**config.mk**
```make
export PLATFORM = sky130hd
export DESIGN_NAME = pifo_pop_drain_flat
export DESIGN_NICKNAME = d
export VERILOG_FILES = /design/src/rtl/pifo_pop_drain_pkg.sv /design/src/rtl/pifo_pop_drain_if.sv /design/src/rtl/pifo_pop_drain_fifo.sv /design/src/rtl/pifo_pop_drain.sv /design/src/flat_wrapper.sv
export SDC_FILE = /design/constraint.sdc
export NUM_CORES = 1
export LEC_CHECK = 0
export ABC_AREA = 1
export BUFFER_PORTS_ARGS = -buffer_cell sky130_fd_sc_hd__buf_4
export CORE_MARGIN = 1.5
export CORE_UTILIZATION = 59
export CTS_CLUSTER_SIZE = 40
export DETAILED_ROUTE_END_ITERATION = 6
export PLACE_DENSITY = 0.76
export SLEW_MARGIN = 20
export SYNTH_ARGS = -nofsm -noshare
export SYNTH_HDL_FRONTEND = slang
export SYNTH_SLANG_ARGS = --single-unit
```
**constraint.sdc**
```tcl
create_clock -name i_clk -period 2.9 [get_ports i_clk]
set_clock_uncertainty 0.2 [all_clocks]
set_input_delay 0.58 -clock i_clk [delete_from_list [all_inputs] [get_ports i_clk]]
set_output_delay 0.58 -clock i_clk [all_outputs]
set_load 0.01 [all_outputs]
```
**src/rtl/pifo_pop_drain_pkg.sv**
```systemverilog
// rtl/pifo_pop_drain_pkg.sv - shared types and constants for the PIFO pop-side drain
// Contents:
//   PIFO_PTW / PIFO_MTW / PIFO_DW  default payload, metadata and total data widths
//   pifo_dw()                      data width helper (metadata + payload)
//   pifo_data_t                    default-width tree data word
//   drain_state_e                  pop issue FSM states
//   PIFO_EMPTY_VALUE               all-ones data word the tree returns when it has nothing
package pifo_pop_drain_pkg;

    localparam int PIFO_PTW = 16;
    localparam int PIFO_MTW = 0;

    function automatic int pifo_dw(input int mtw, input int ptw);
        return mtw + ptw;
    endfunction

    localparam int PIFO_DW = pifo_dw(PIFO_MTW, PIFO_PTW);

    typedef logic [PIFO_DW-1:0] pifo_data_t;

    typedef enum logic [1:0] {
        IDLE  = 2'd0,
        ISSUE = 2'd1,
        HOLD  = 2'd2
    } drain_state_e;

    localparam pifo_data_t PIFO_EMPTY_VALUE = '1;

endpackage

```
**src/rtl/pifo_pop_drain_if.sv**
```systemverilog
// rtl/pifo_pop_drain_if.sv - tree pop handshake plus egress stream bundle
// Signals:
//   push_seen  tree accepted a push this cycle (strobe)
//   pop        pop request pulse to the tree
//   pop_data   tree data, valid a fixed latency after pop
//   tvalid / tdata / tready  egress stream toward the scheduler
// Modports: master = drain side, slave = tree + egress side.
interface pifo_pop_drain_if
    import pifo_pop_drain_pkg::*;
#(
    parameter int DW = PIFO_DW
);
    logic          push_seen;
    logic          pop;
    logic [DW-1:0] pop_data;
    logic          tvalid;
    logic [DW-1:0] tdata;
    logic          tready;

    modport master (
        input  push_seen,
        output pop,
        input  pop_data,
        output tvalid,
        output tdata,
        input  tready
    );

    modport slave (
        output push_seen,
        input  pop,
        output pop_data,
        input  tvalid,
        input  tdata,
        output tready
    );
endinterface

```
**src/rtl/pifo_pop_drain_fifo.sv**
```systemverilog
// rtl/pifo_pop_drain_fifo.sv - first-word fall-through egress buffer with occupancy count
// Ports:
//   i_clk, i_arst_n   clock, async active-low reset (pointers and count)
//   wr_en, wr_data    write port; a write to a full buffer is only taken alongside a read
//   rd_en             consume the head entry (ignored when empty)
//   rd_data           head entry, zero while empty
//   empty, count      buffer status
module pifo_pop_drain_fifo #(
    parameter int DW    = 16,
    parameter int DEPTH = 4
) (
    input  logic                     i_clk,
    input  logic                     i_arst_n,
    input  logic                     wr_en,
    input  logic [DW-1:0]            wr_data,
    input  logic                     rd_en,
    output logic [DW-1:0]            rd_data,
    output logic                     empty,
    output logic [$clog2(DEPTH):0]   count
);
    localparam int AW = $clog2(DEPTH);
    localparam logic [AW:0] FULL = (AW+1)'(DEPTH);

    logic [DW-1:0] mem [DEPTH];
    logic [AW-1:0] wr_ptr;
    logic [AW-1:0] rd_ptr;
    logic [AW:0]   cnt;
    logic          do_wr;
    logic          do_rd;

    assign do_rd = rd_en && (cnt != '0);
    assign do_wr = wr_en && ((cnt != FULL) || do_rd);

    // DEPTH is a power of two, so the pointers wrap on natural overflow.
    always_ff @(posedge i_clk or negedge i_arst_n) begin
        if (!i_arst_n) begin
            wr_ptr <= '0;
            rd_ptr <= '0;
            cnt    <= '0;
        end else begin
            if (do_wr) wr_ptr <= wr_ptr + 1'b1;
            if (do_rd) rd_ptr <= rd_ptr + 1'b1;
            case ({do_wr, do_rd})
                2'b10:   cnt <= cnt + 1'b1;
                2'b01:   cnt <= cnt - 1'b1;
                default: ;
            endcase
        end
    end

    always_ff @(posedge i_clk) begin
        if (do_wr) mem[wr_ptr] <= wr_data;
    end

    assign rd_data = (cnt == '0) ? '0 : mem[rd_ptr];
    assign empty   = (cnt == '0);
    assign count   = cnt;

endmodule

```
**src/rtl/pifo_pop_drain.sv**
```systemverilog
// rtl/pifo_pop_drain.sv - pop-side client of the SRAM PIFO tree feeding an egress stream
// Ports:
//   i_clk, i_arst_n   clock, async active-low reset
//   bus (master)      push_seen / pop / pop_data toward the tree, tvalid / tdata / tready egress
//   o_occupancy       elements held in the tree (excludes in-flight and buffered)
//   o_empty           o_occupancy == 0
//   o_ovf             sticky: push seen while occupancy saturated at all-ones
//   o_pop_cnt, o_stall_cnt  pops issued / cycles blocked on credit, only with PIFO_DRAIN_STATS_EN
module pifo_pop_drain
    import pifo_pop_drain_pkg::*;
#(
    parameter int PTW        = PIFO_PTW,
    parameter int MTW        = PIFO_MTW,
    parameter int POP_LAT    = 2,
    parameter int POP_GAP    = 2,
    parameter int FIFO_DEPTH = 4,
    parameter int OCW        = 20
) (
    input  logic               i_clk,
    input  logic               i_arst_n,
    pifo_pop_drain_if.master   bus,
    output logic [OCW-1:0]     o_occupancy,
    output logic               o_empty,
    output logic               o_ovf
`ifdef PIFO_DRAIN_STATS_EN
    ,
    output logic [31:0]        o_pop_cnt,
    output logic [31:0]        o_stall_cnt
`endif
);
    localparam int DW = pifo_dw(MTW, PTW);
    localparam int CW = $clog2(FIFO_DEPTH) + 1;
    localparam int GW = (POP_GAP > 1) ? $clog2(POP_GAP) : 1;
    localparam logic [CW:0] DEPTH_V = (CW+1)'(FIFO_DEPTH);

    drain_state_e       state;
    logic [GW-1:0]      gap_cnt;
    logic               pop_r;
    logic [POP_LAT-1:0] pipe;
    logic [OCW-1:0]     occ;
    logic [OCW-1:0]     occ_next;
    logic               ovf;
    logic               ovf_set;
    logic [CW-1:0]      fifo_count;
    logic [CW-1:0]      inflight;
    logic [CW:0]        used;
    logic               credit;
    logic               allowed;
    logic               fifo_empty;
    logic               tap;

    // Pipe stage POP_LAT-1 lines up with the cycle the tree presents the popped word.
    assign tap = pipe[POP_LAT-1];

    always_comb begin
        occ_next = occ;
        ovf_set  = 1'b0;
        case ({bus.push_seen, pop_r})
            2'b10: begin
                if (&occ) ovf_set = 1'b1;
                else      occ_next = occ + 1'b1;
            end
            2'b01:   occ_next = occ - 1'b1;
            default: ;
        endcase
    end

    // The pulse currently on o_pop counts as in flight so a decision never
    // over-commits the buffer; reads only ever free space, so this is safe.
    always_comb begin
        inflight = {{(CW-1){1'b0}}, pop_r};
        for (int i = 0; i < POP_LAT; i++) begin
            inflight = inflight + {{(CW-1){1'b0}}, pipe[i]};
        end
        used = {1'b0, fifo_count} + {1'b0, inflight};
    end

    assign credit = (used < DEPTH_V);
    // Decide on next cycle's occupancy so a push seen now can pop next cycle.
    assign allowed = (occ_next != '0) && credit;

    always_ff @(posedge i_clk or negedge i_arst_n) begin
        if (!i_arst_n) begin
            state   <= IDLE;
            gap_cnt <= '0;
            pop_r   <= 1'b0;
            pipe    <= '0;
            occ     <= '0;
            ovf     <= 1'b0;
        end else begin
            occ   <= occ_next;
            pipe  <= (pipe << 1) | POP_LAT'(pop_r);
            pop_r <= 1'b0;
            if (ovf_set) ovf <= 1'b1;
            case (state)
                IDLE: begin
                    if (allowed) begin
                        state <= ISSUE;
                        pop_r <= 1'b1;
                    end
                end
                ISSUE: begin
                    if (POP_GAP > 1) begin
                        state   <= HOLD;
                        gap_cnt <= GW'(POP_GAP - 2);
                    end else if (allowed) begin
                        state <= ISSUE;
                        pop_r <= 1'b1;
                    end else begin
                        state <= IDLE;
                    end
                end
                HOLD: begin
                    if (gap_cnt != '0) begin
                        gap_cnt <= gap_cnt - 1'b1;
                    end else if (allowed) begin
                        state <= ISSUE;
                        pop_r <= 1'b1;
                    end else begin
                        state <= IDLE;
                    end
                end
                default: state <= IDLE;
            endcase
        end
    end

    pifo_pop_drain_fifo #(
        .DW    (DW),
        .DEPTH (FIFO_DEPTH)
    ) u_fifo (
        .i_clk    (i_clk),
        .i_arst_n (i_arst_n),
        .wr_en    (tap),
        .wr_data  (bus.pop_data),
        .rd_en    (bus.tvalid && bus.tready),
        .rd_data  (bus.tdata),
        .empty    (fifo_empty),
        .count    (fifo_count)
    );

    assign bus.pop     = pop_r;
    assign bus.tvalid  = !fifo_empty;
    assign o_occupancy = occ;
    assign o_empty     = (occ == '0);
    assign o_ovf       = ovf;

`ifdef PIFO_DRAIN_STATS_EN
    always_ff @(posedge i_clk or negedge i_arst_n) begin
        if (!i_arst_n) begin
            o_pop_cnt   <= '0;
            o_stall_cnt <= '0;
        end else begin
            if (pop_r) o_pop_cnt <= o_pop_cnt + 1'b1;
            if ((occ != '0) && !credit) o_stall_cnt <= o_stall_cnt + 1'b1;
        end
    end
`endif

endmodule

```
**src/flat_wrapper.sv**
```systemverilog
// flat-port wrapper written by rule: the top's interface ports become plain ports
module pifo_pop_drain_flat import pifo_pop_drain_pkg::*;
#(
    parameter int PTW        = PIFO_PTW,
    parameter int MTW        = PIFO_MTW,
    parameter int POP_LAT    = 2,
    parameter int POP_GAP    = 2,
    parameter int FIFO_DEPTH = 4,
    parameter int OCW        = 20
)
  (i_clk, i_arst_n, o_occupancy, o_empty, o_ovf, bus_push_seen, bus_pop, bus_pop_data, bus_tvalid, bus_tdata, bus_tready);
  pifo_pop_drain_if #(.DW((16))) bus_i ();
  input  logic i_clk;
  input  logic i_arst_n;
  output logic [OCW-1:0] o_occupancy;
  output logic o_empty;
  output logic o_ovf;
  input wire logic [$bits(bus_i.push_seen)-1:0] bus_push_seen;
  output wire logic [$bits(bus_i.pop)-1:0] bus_pop;
  input wire logic [$bits(bus_i.pop_data)-1:0] bus_pop_data;
  output wire logic [$bits(bus_i.tvalid)-1:0] bus_tvalid;
  output wire logic [$bits(bus_i.tdata)-1:0] bus_tdata;
  input wire logic [$bits(bus_i.tready)-1:0] bus_tready;
  assign bus_i.push_seen = bus_push_seen;
  assign bus_pop = bus_i.pop;
  assign bus_i.pop_data = bus_pop_data;
  assign bus_tvalid = bus_i.tvalid;
  assign bus_tdata = bus_i.tdata;
  assign bus_i.tready = bus_tready;
  pifo_pop_drain #(.PTW(PTW), .MTW(MTW), .POP_LAT(POP_LAT), .POP_GAP(POP_GAP), .FIFO_DEPTH(FIFO_DEPTH), .OCW(OCW)) u_core (.i_clk(i_clk), .i_arst_n(i_arst_n), .bus(bus_i), .o_occupancy(o_occupancy), .o_empty(o_empty), .o_ovf(o_ovf));
endmodule
```
==> impl_metrics.py, run 1 <==
metrics = {
    "status": {
        "status": "completed",
    },
    "cts": {
        "insertion_delay_ns": 0.36,
        "root_buffer": "clkbuf_8",
        "cts.sinks": 96,
        "clk_pin_slew_ns": 0.10,
        "htree_levels": 3,
        "numCtsBuffers": 9,
        "cts_tree": "done",
        "cts_buffer_depth": 2,
        "cts_setup_buffers": 0,
    },
    "route": {
        "viasPerCell": 5.46,
        "initialDrtViolationCount": 374,
        "drt-wirelength-per-cell_um": 15.5,
        "vias": 4778,
        "drt_pass1_iterations": 5,
        "wl_mm": 13.5,
        "drc": 0,
        "ant_nets": 0,
    },
    "die": {
        "start_util": 0.616,
        "io_pins": 60,
        "die_w_um": 99.1,
        "fp.dieArea_um2": 9820,
        "fp-row-count": 34,
        "die_height_um": 99.1,
        "core_area_um2": 8850,
    },
    "timing": {
        "worst_slew_pin_slew_ns": 0.464,
        "hold_violations": 0,
        "grt_setup_unrepaired": "false",
        "min_period_ns": 2.78,
        "final.setup.tns_ns": 0,
        "maxSlewHeadroom": 0.689,
        "slew_violations": 0,
        "max_freq_mhz": 360,
        "final.period_utilization": 0.957,
        "final.setup.worst_slack_ns": 0.124,
        "finalSetupViolCount": 0,
    },
    "yosys": {
        "yosysWarnings": 0,
        "synthCells": 700,
        "syn_avg_cell_area_um2": 7.78,
        "synth_cell_types": 28,
        "syn_area_um2": 5450,
        "ys_seq_area_frac": 0.500,
        "syn_nets": 735,
        "synth_seq_cells": 96,
    },
    "final_layout": {
        "num-nets-final": 797,
        "final_area_um2": 6250,
        "drive_gt1_frac": 0.145,
        "fillers": 734,
        "antennaDiodeCount": 0,
        "regArea_um2": 2730,
        "multi_input_area_um2": 2270,
        "area_growth_syn_to_layout_pct": 14.7,
    },
    "worst_setup_path": {
        "worstPathRequired_ns": 2.12,
        "r2r_setup_slack_ns": 0.22,
        "rr_worst_depth": 16,
        "cp-startpoint": "u_core.o_occupancy[0]",
        "r2r_start": "u_core.o_occupancy[0]",
        "cp-start-kind": "flop",
        "cp_max_fo": 8,
        "r2r_end": "u_core.bus.pop",
        "critPathCaptureType": "primary output",
        "crit_path_cell_trace": "inv_4, ha_4, inv_1, nor2_1, nand4_1, nor4_2, buf_4",
        "crit_slowest_cell": "dfrtp_2",
        "crit_path_end": "o_empty",
        "worstPathArrival_ns": 2.00,
        "max_stage_delay_ns": 0.48,
        "critical_path_class": "reg2out",
    },
    "power_and_ir_drop": {
        "power_uw": 6650,
        "leakagePower_uw": 0.00290,
        "powerDensity_nw_per_um2": 1060,
        "irDropWorstVdd_v": 0.000614,
    },
    "place": {
        "dp_slack_ns": 0.275,
        "gp_congestion": 0.989,
        "port-buffer-count": 59,
        "dpl.hpwl_mm": 9.65,
        "dpl_cell_area_um2": 6030,
    },
    "grt": {
        "gr-total-overflow": 0,
        "first_global_vias": 4578,
        "grt_max_degree": 35,
        "grt_pass1_wl_mm": 22.0,
        "antenna_found_initial": 0,
        "gr-usage-all-layers": 0.288,
    },
    "worst_hold_path": {
        "hp-class": "in2reg",
    },
    "flow_run": {
        "drv_cap": 0,
    },
}
-- layout by cell type, fill, tap and decap left out, drive strengths merged --
master,n
clkinv,2
nor4,2
clkinvlp,4
ha,13
inv,93
dfrtp,32
nand4,12
dlygate4sd3,1
fa,2
o211ai,1
edfxtp,64
a21boi,1
buf,77
nor2,142
nand2,173
o21ai,47
nand3,54
xor2,10
xnor2,1
a21oi,24
a31oi,1
clkbuf,10
nor3,1
-- kinds of logic after synthesis --
logic type / count (synthesis) / share of synthesized area
buf+inv: 120 / 0.0875
fa+ha+maj: 15 / 0.0372
compound gates: 74 / 0.0691
xor+xnor: 11 / 0.0177
flops: 96 / 0.500
simple gates: 384 / 0.289
-- sequential cells by signal (all words and copies together), names as in the netlist --
signal	cells
u_core.bus.pop	1
u_core.state	1
u_core.u_fifo.count	3
u_core.pipe	2
u_core.o_occupancy	20
u_core.u_fifo.mem	64
u_core.u_fifo.wr_ptr	2
u_core.u_fifo.rd_ptr	2
u_core.o_ovf	1
-- worst max-delay path, delay by kind of cell, from the launching register on --
family | cells | cell delay [ns]
adders and majority gates | 1 | 0.17
buffers and inverters | 3 | 0.31
DFF | 1 | 0.48
and+or+nand+nor | 3 | 0.66
-- power breakdown --
group	internal (uW)	leakage, uW	switching, uW	total (uW)
Sequential	1850	0.000962	422	2270
Clock	325	0.0000814	499	823
Combinational	1330	0.00186	2220	3560
-- worst min-delay path by stage --
stage                          start                  endpoint  depth (start not counted)
floorplan                   i_arst_n            u_core.bus.pop                          0
global placement     u_core.state[0]            u_core.bus.pop                          1
detailed placement   u_core.state[0]           u_core.state[0]                          1
CTS                 bus_pop_data[12]  u_core.u_fifo.mem[1][12]                          1
finish              bus_pop_data[12]  u_core.u_fifo.mem[1][12]                          1
global route        bus_pop_data[12]  u_core.u_fifo.mem[2][12]                          1
-- through the flow --
stage               std cells  utilization  hold slack (ns)
floorplan                 700            -           0.0844
global placement          858        0.682            0.213
detailed placement        858        0.682            0.222
CTS                       875        0.703            0.198
global route              875        0.706            0.187
finish                    875        0.706            0.210
-- layer usage --
layer,track usage,wire (um),part of all wire
met5,0,0,0
met4,0.0953,190,0.014
met1,0.412,6030,0.45
met2,0.451,6280,0.46
met3,0.0527,1030,0.076
-- cells in the mapped netlist --
master      n  share of area
nand2_1   172           0.12
nor2_1    134          0.092
inv_1      87          0.060
edfxtp_1   64           0.35
nand3_1    53          0.049
o21ai_0    45          0.041
dfrtp_1    32           0.15
a21oi_1    24          0.022
clkbuf_1   15          0.010
ha_1       13          0.030
nand4_1    12          0.014
xor2_1     10          0.016
buf_2       9         0.0083
nor2_2      8         0.0092
clkinv_1    3         0.0021
inv_2       3         0.0021
buf_6       2         0.0041
fa_1        2         0.0073
nor4_1      2         0.0023
o21ai_1     2         0.0018
a21boi_0    1         0.0014
a31oi_1     1         0.0011
buf_1       1        0.00069
nand2_2     1         0.0011
nand3_2     1         0.0018
nor3_1      1        0.00092
o211ai_1    1         0.0014
xnor2_1     1         0.0016
-- layout make-up --
cell class	count	area share
multi-input combinational	484	0.363
clock buffer	10	0.0204
clock inverter	6	0.00821
timing repair buffer	78	0.0941
inverter	93	0.0569
sequential	96	0.436
tap	108	0.0216
-- what timing repair did --
item | in CTS | in global routing
pin swaps | 0 | 2
hold buffers | 1 | 0
endpoints found under the setup margin | 1 | 4
gates cloned | 0 | 0
hold endpoints to repair | 32 | 0
resized for setup | 1 | 7
Note: power is estimated with default switching activity, not from simulation.
==> run 2, diff against run 1 <==
==> constraint.sdc (replaced) <==
create_clock -name i_clk -period 3 [get_ports i_clk]
set_clock_uncertainty 0.2 [all_clocks]
set_input_delay 0.6 -clock i_clk [delete_from_list [all_inputs] [get_ports i_clk]]
set_output_delay 0.6 -clock i_clk [all_outputs]
set_load 0.01 [all_outputs]
==> run 2 against run 1 <==
Net effect: critical path depth unchanged; worst hold slack better by 0.025 ns; cell count is 0.57% lower; core utilization shrank 0.72 points; via count grew 2.2%; global-route usage increased by 0.86 points; largest cell class unchanged; routed wire length increased by 3.6%; total power down 4.2%; sequential power about the same; combinational power down 5.9%; clock-buffer cell count unchanged.
==> impl_metrics.py, run 2 (synthesis results as in run 1) <==
metrics = {
    "status": {
        "status": "completed",
    },
    "worst_setup_path": {
        "max_stage_delay_ns": 0.48,
        "crit_top_cell": "inv_1",
        "crit_slowest_cell": "dfrtp_1",
        "critPathCaptureType": "primary output",
        "cp-start-kind": "flop",
        "r2r_setup_slack_ns": 0.28,
        "crit_path_cell_trace": "inv_1, ha_2, inv_1, nor2_1, nand4_1, nor4_1, buf_4",
        "critical_path_class": "reg2out",
        "r2r_start": "u_core.bus.pop",
        "cp_max_fo": 8,
        "worstPathArrival_ns": 2.03,
        "crit_buf_inv": 3,
        "worstPathRequired_ns": 2.20,
        "rr_worst_depth": 12,
        "r2r_end": "u_core.state[0]",
        "crit_family": "simple AND/OR/NAND/NOR gates",
    },
    "worst_hold_path": {
        "min-delay-start": "bus_pop_data[5]",
        "min_to": "u_core.u_fifo.mem[2][5]",
        "min_path_cells": 1,
        "hp-class": "in2reg",
    },
    "die": {
        "start_util": 0.616,
        "die_w_um": 99.1,
        "io_pins": 60,
        "fp-row-count": 34,
        "core_area_um2": 8850,
        "die_height_um": 99.1,
        "fp.dieArea_um2": 9820,
    },
    "route": {
        "vias": 4881,
        "drt-wirelength-per-cell_um": 16.1,
        "ant_nets": 0,
        "wl_mm": 14.0,
        "drt_pass1_iterations": 5,
        "viasPerCell": 5.61,
        "initialDrtViolationCount": 496,
        "drc": 0,
    },
    "final_layout": {
        "final_area_um2": 6190,
        "area_growth_syn_to_layout_pct": 13.6,
        "largest_register_ffs": 64,
        "num-nets-final": 792,
        "drive_gt1_frac": 0.133,
        "layout_common_cells": "nand2_1, nor2_1, inv_1, buf_4, edfxtp_1",
        "fillers": 722,
        "largest_register": "u_core.u_fifo.mem",
        "final_common_cell": "nand2_1",
        "antennaDiodeCount": 0,
    },
    "grt": {
        "grt_max_degree": 35,
        "use_met3": 0.0541,
        "gr-usage-all-layers": 0.297,
        "grt_pass1_wl_mm": 22.5,
        "first_global_vias": 4619,
        "gr-usage-met2": 0.469,
        "gr-total-overflow": 0,
        "busiest_layer": "met2",
        "use_met1": 0.428,
        "antenna_found_initial": 0,
    },
    "timing": {
        "hold_violations": 0,
        "worst_slew_pin_slew_ns": 0.870,
        "max_freq_mhz": 354,
        "final.period_utilization": 0.943,
        "slew_violations": 0,
        "grt_setup_unrepaired": "false",
        "final.setup.tns_ns": 0,
        "maxSlewHeadroom": 0.420,
        "min_period_ns": 2.83,
        "finalSetupViolCount": 0,
    },
    "power_and_ir_drop": {
        "pwr-share-clk": 0.123,
        "leakagePower_uw": 0.00288,
        "switchingPower_uw": 3040,
        "irDropWorstVdd_v": 0.000684,
        "powerDensity_nw_per_um2": 1030,
        "seqPwrFrac": 0.351,
        "p_int_uw": 3340,
        "swShare": 0.477,
        "combPwrFrac": 0.525,
    },
    "flow_run": {
        "drv_cap": 0,
    },
    "cts": {
        "cts_buffer_depth": 2,
        "numCtsBuffers": 9,
        "htree_levels": 3,
        "insertion_delay_ns": 0.35,
        "cts.sinks": 96,
        "clk_pin_slew_ns": 0.10,
        "root_buffer": "clkbuf_8",
        "cts_tree": "done",
    },
    "place": {
        "gp_congestion": 1.02,
        "port-buffer-count": 59,
        "dpl.hpwl_mm": 9.85,
        "dpl_cell_area_um2": 6000,
    },
}
run 2: cell types whose count changed in the layout (fill, tap and decap cells not counted), moves of 2 or more:
| cell | delta |
|---|---|
| inv_6 | +2 |
| clkinvlp_4 | -2 |
| buf_4 | -5 |
| dfrtp_1 | +2 |
| dfrtp_2 | -2 |
run 2: worst reg2reg max path: stages, from the launching register on:
cell,delay [ns]
dfrtp_1,0.48
inv_1,0.09
ha_1,0.72
nand3_1,0.25
nand2_1,0.26
inv_2,0.08
nand3_1,0.08
o21ai_1,0.08
nand2_1,0.08
nor2_1,0.08
nand3_1,0.10
nand2_1,0.07
nor2_1,0.10
run 2: per-stage QoR:
step	cells	util	power, uW	hold WS, ns	setup WS [ns]
detailed placement	853	0.678	5560	0.224	0.244
CTS	870	0.699	6350	0.223	0.120
finish	870	0.699	6370	0.235	0.172
floorplan	700	-	4310	0.104	0.623
global placement	853	0.678	5470	0.211	0.323
global route	870	0.699	6890	0.215	0.0321
run 2: per-layer routing:
metal	routed length, um	part of all wire	up-vias
met5	0	0	-
met4	232	0.017	0
met3	1360	0.097	25
met2	6550	0.47	257
met1	5880	0.42	2259
li1	-	-	2340
run 2: worst max-delay path by stage:
stage | from | to | slack [ns] | depth (start not counted)
final | u_core.o_occupancy[0] | o_empty | 0.17 | 7
after global routing | u_core.o_occupancy[0] | o_empty | 0.03 | 7
after CTS | u_core.o_occupancy[0] | o_empty | 0.12 | 7
after detailed placement | bus_push_seen | u_core.state[0] | 0.24 | 12
after global placement | bus_push_seen | u_core.bus.pop | 0.32 | 12
after floorplan | bus_tready | u_core.u_fifo.mem[0][0] | 0.62 | 4
run 2: final cells by class:
cell class                 instances  area [um2]  area share
inverter                          93         349      0.0564
sequential                        96        2720       0.440
tap                              108         135      0.0218
clock inverter                     6        50.0     0.00809
timing repair buffer              73         551      0.0890
clock buffer                      10         128      0.0206
multi-input combinational        484        2250       0.364
run 2: power groups by stage:
stage	combinational [uW]	sequential, uW	clock (uW)
after floorplan	2220	2080	0
after global placement	3230	2250	0
after detailed placement	3310	2250	0
after CTS	3330	2230	796
after global routing	3760	2290	847
final	3350	2240	786
run 2: repair_timing:
action                                  in CTS  in global routing
buffers inserted                             0                  0
hold buffers                                 1                  0
hold endpoints to repair                    17                  0
gates resized for setup                      0                  1
endpoints found under the setup margin       0                  1
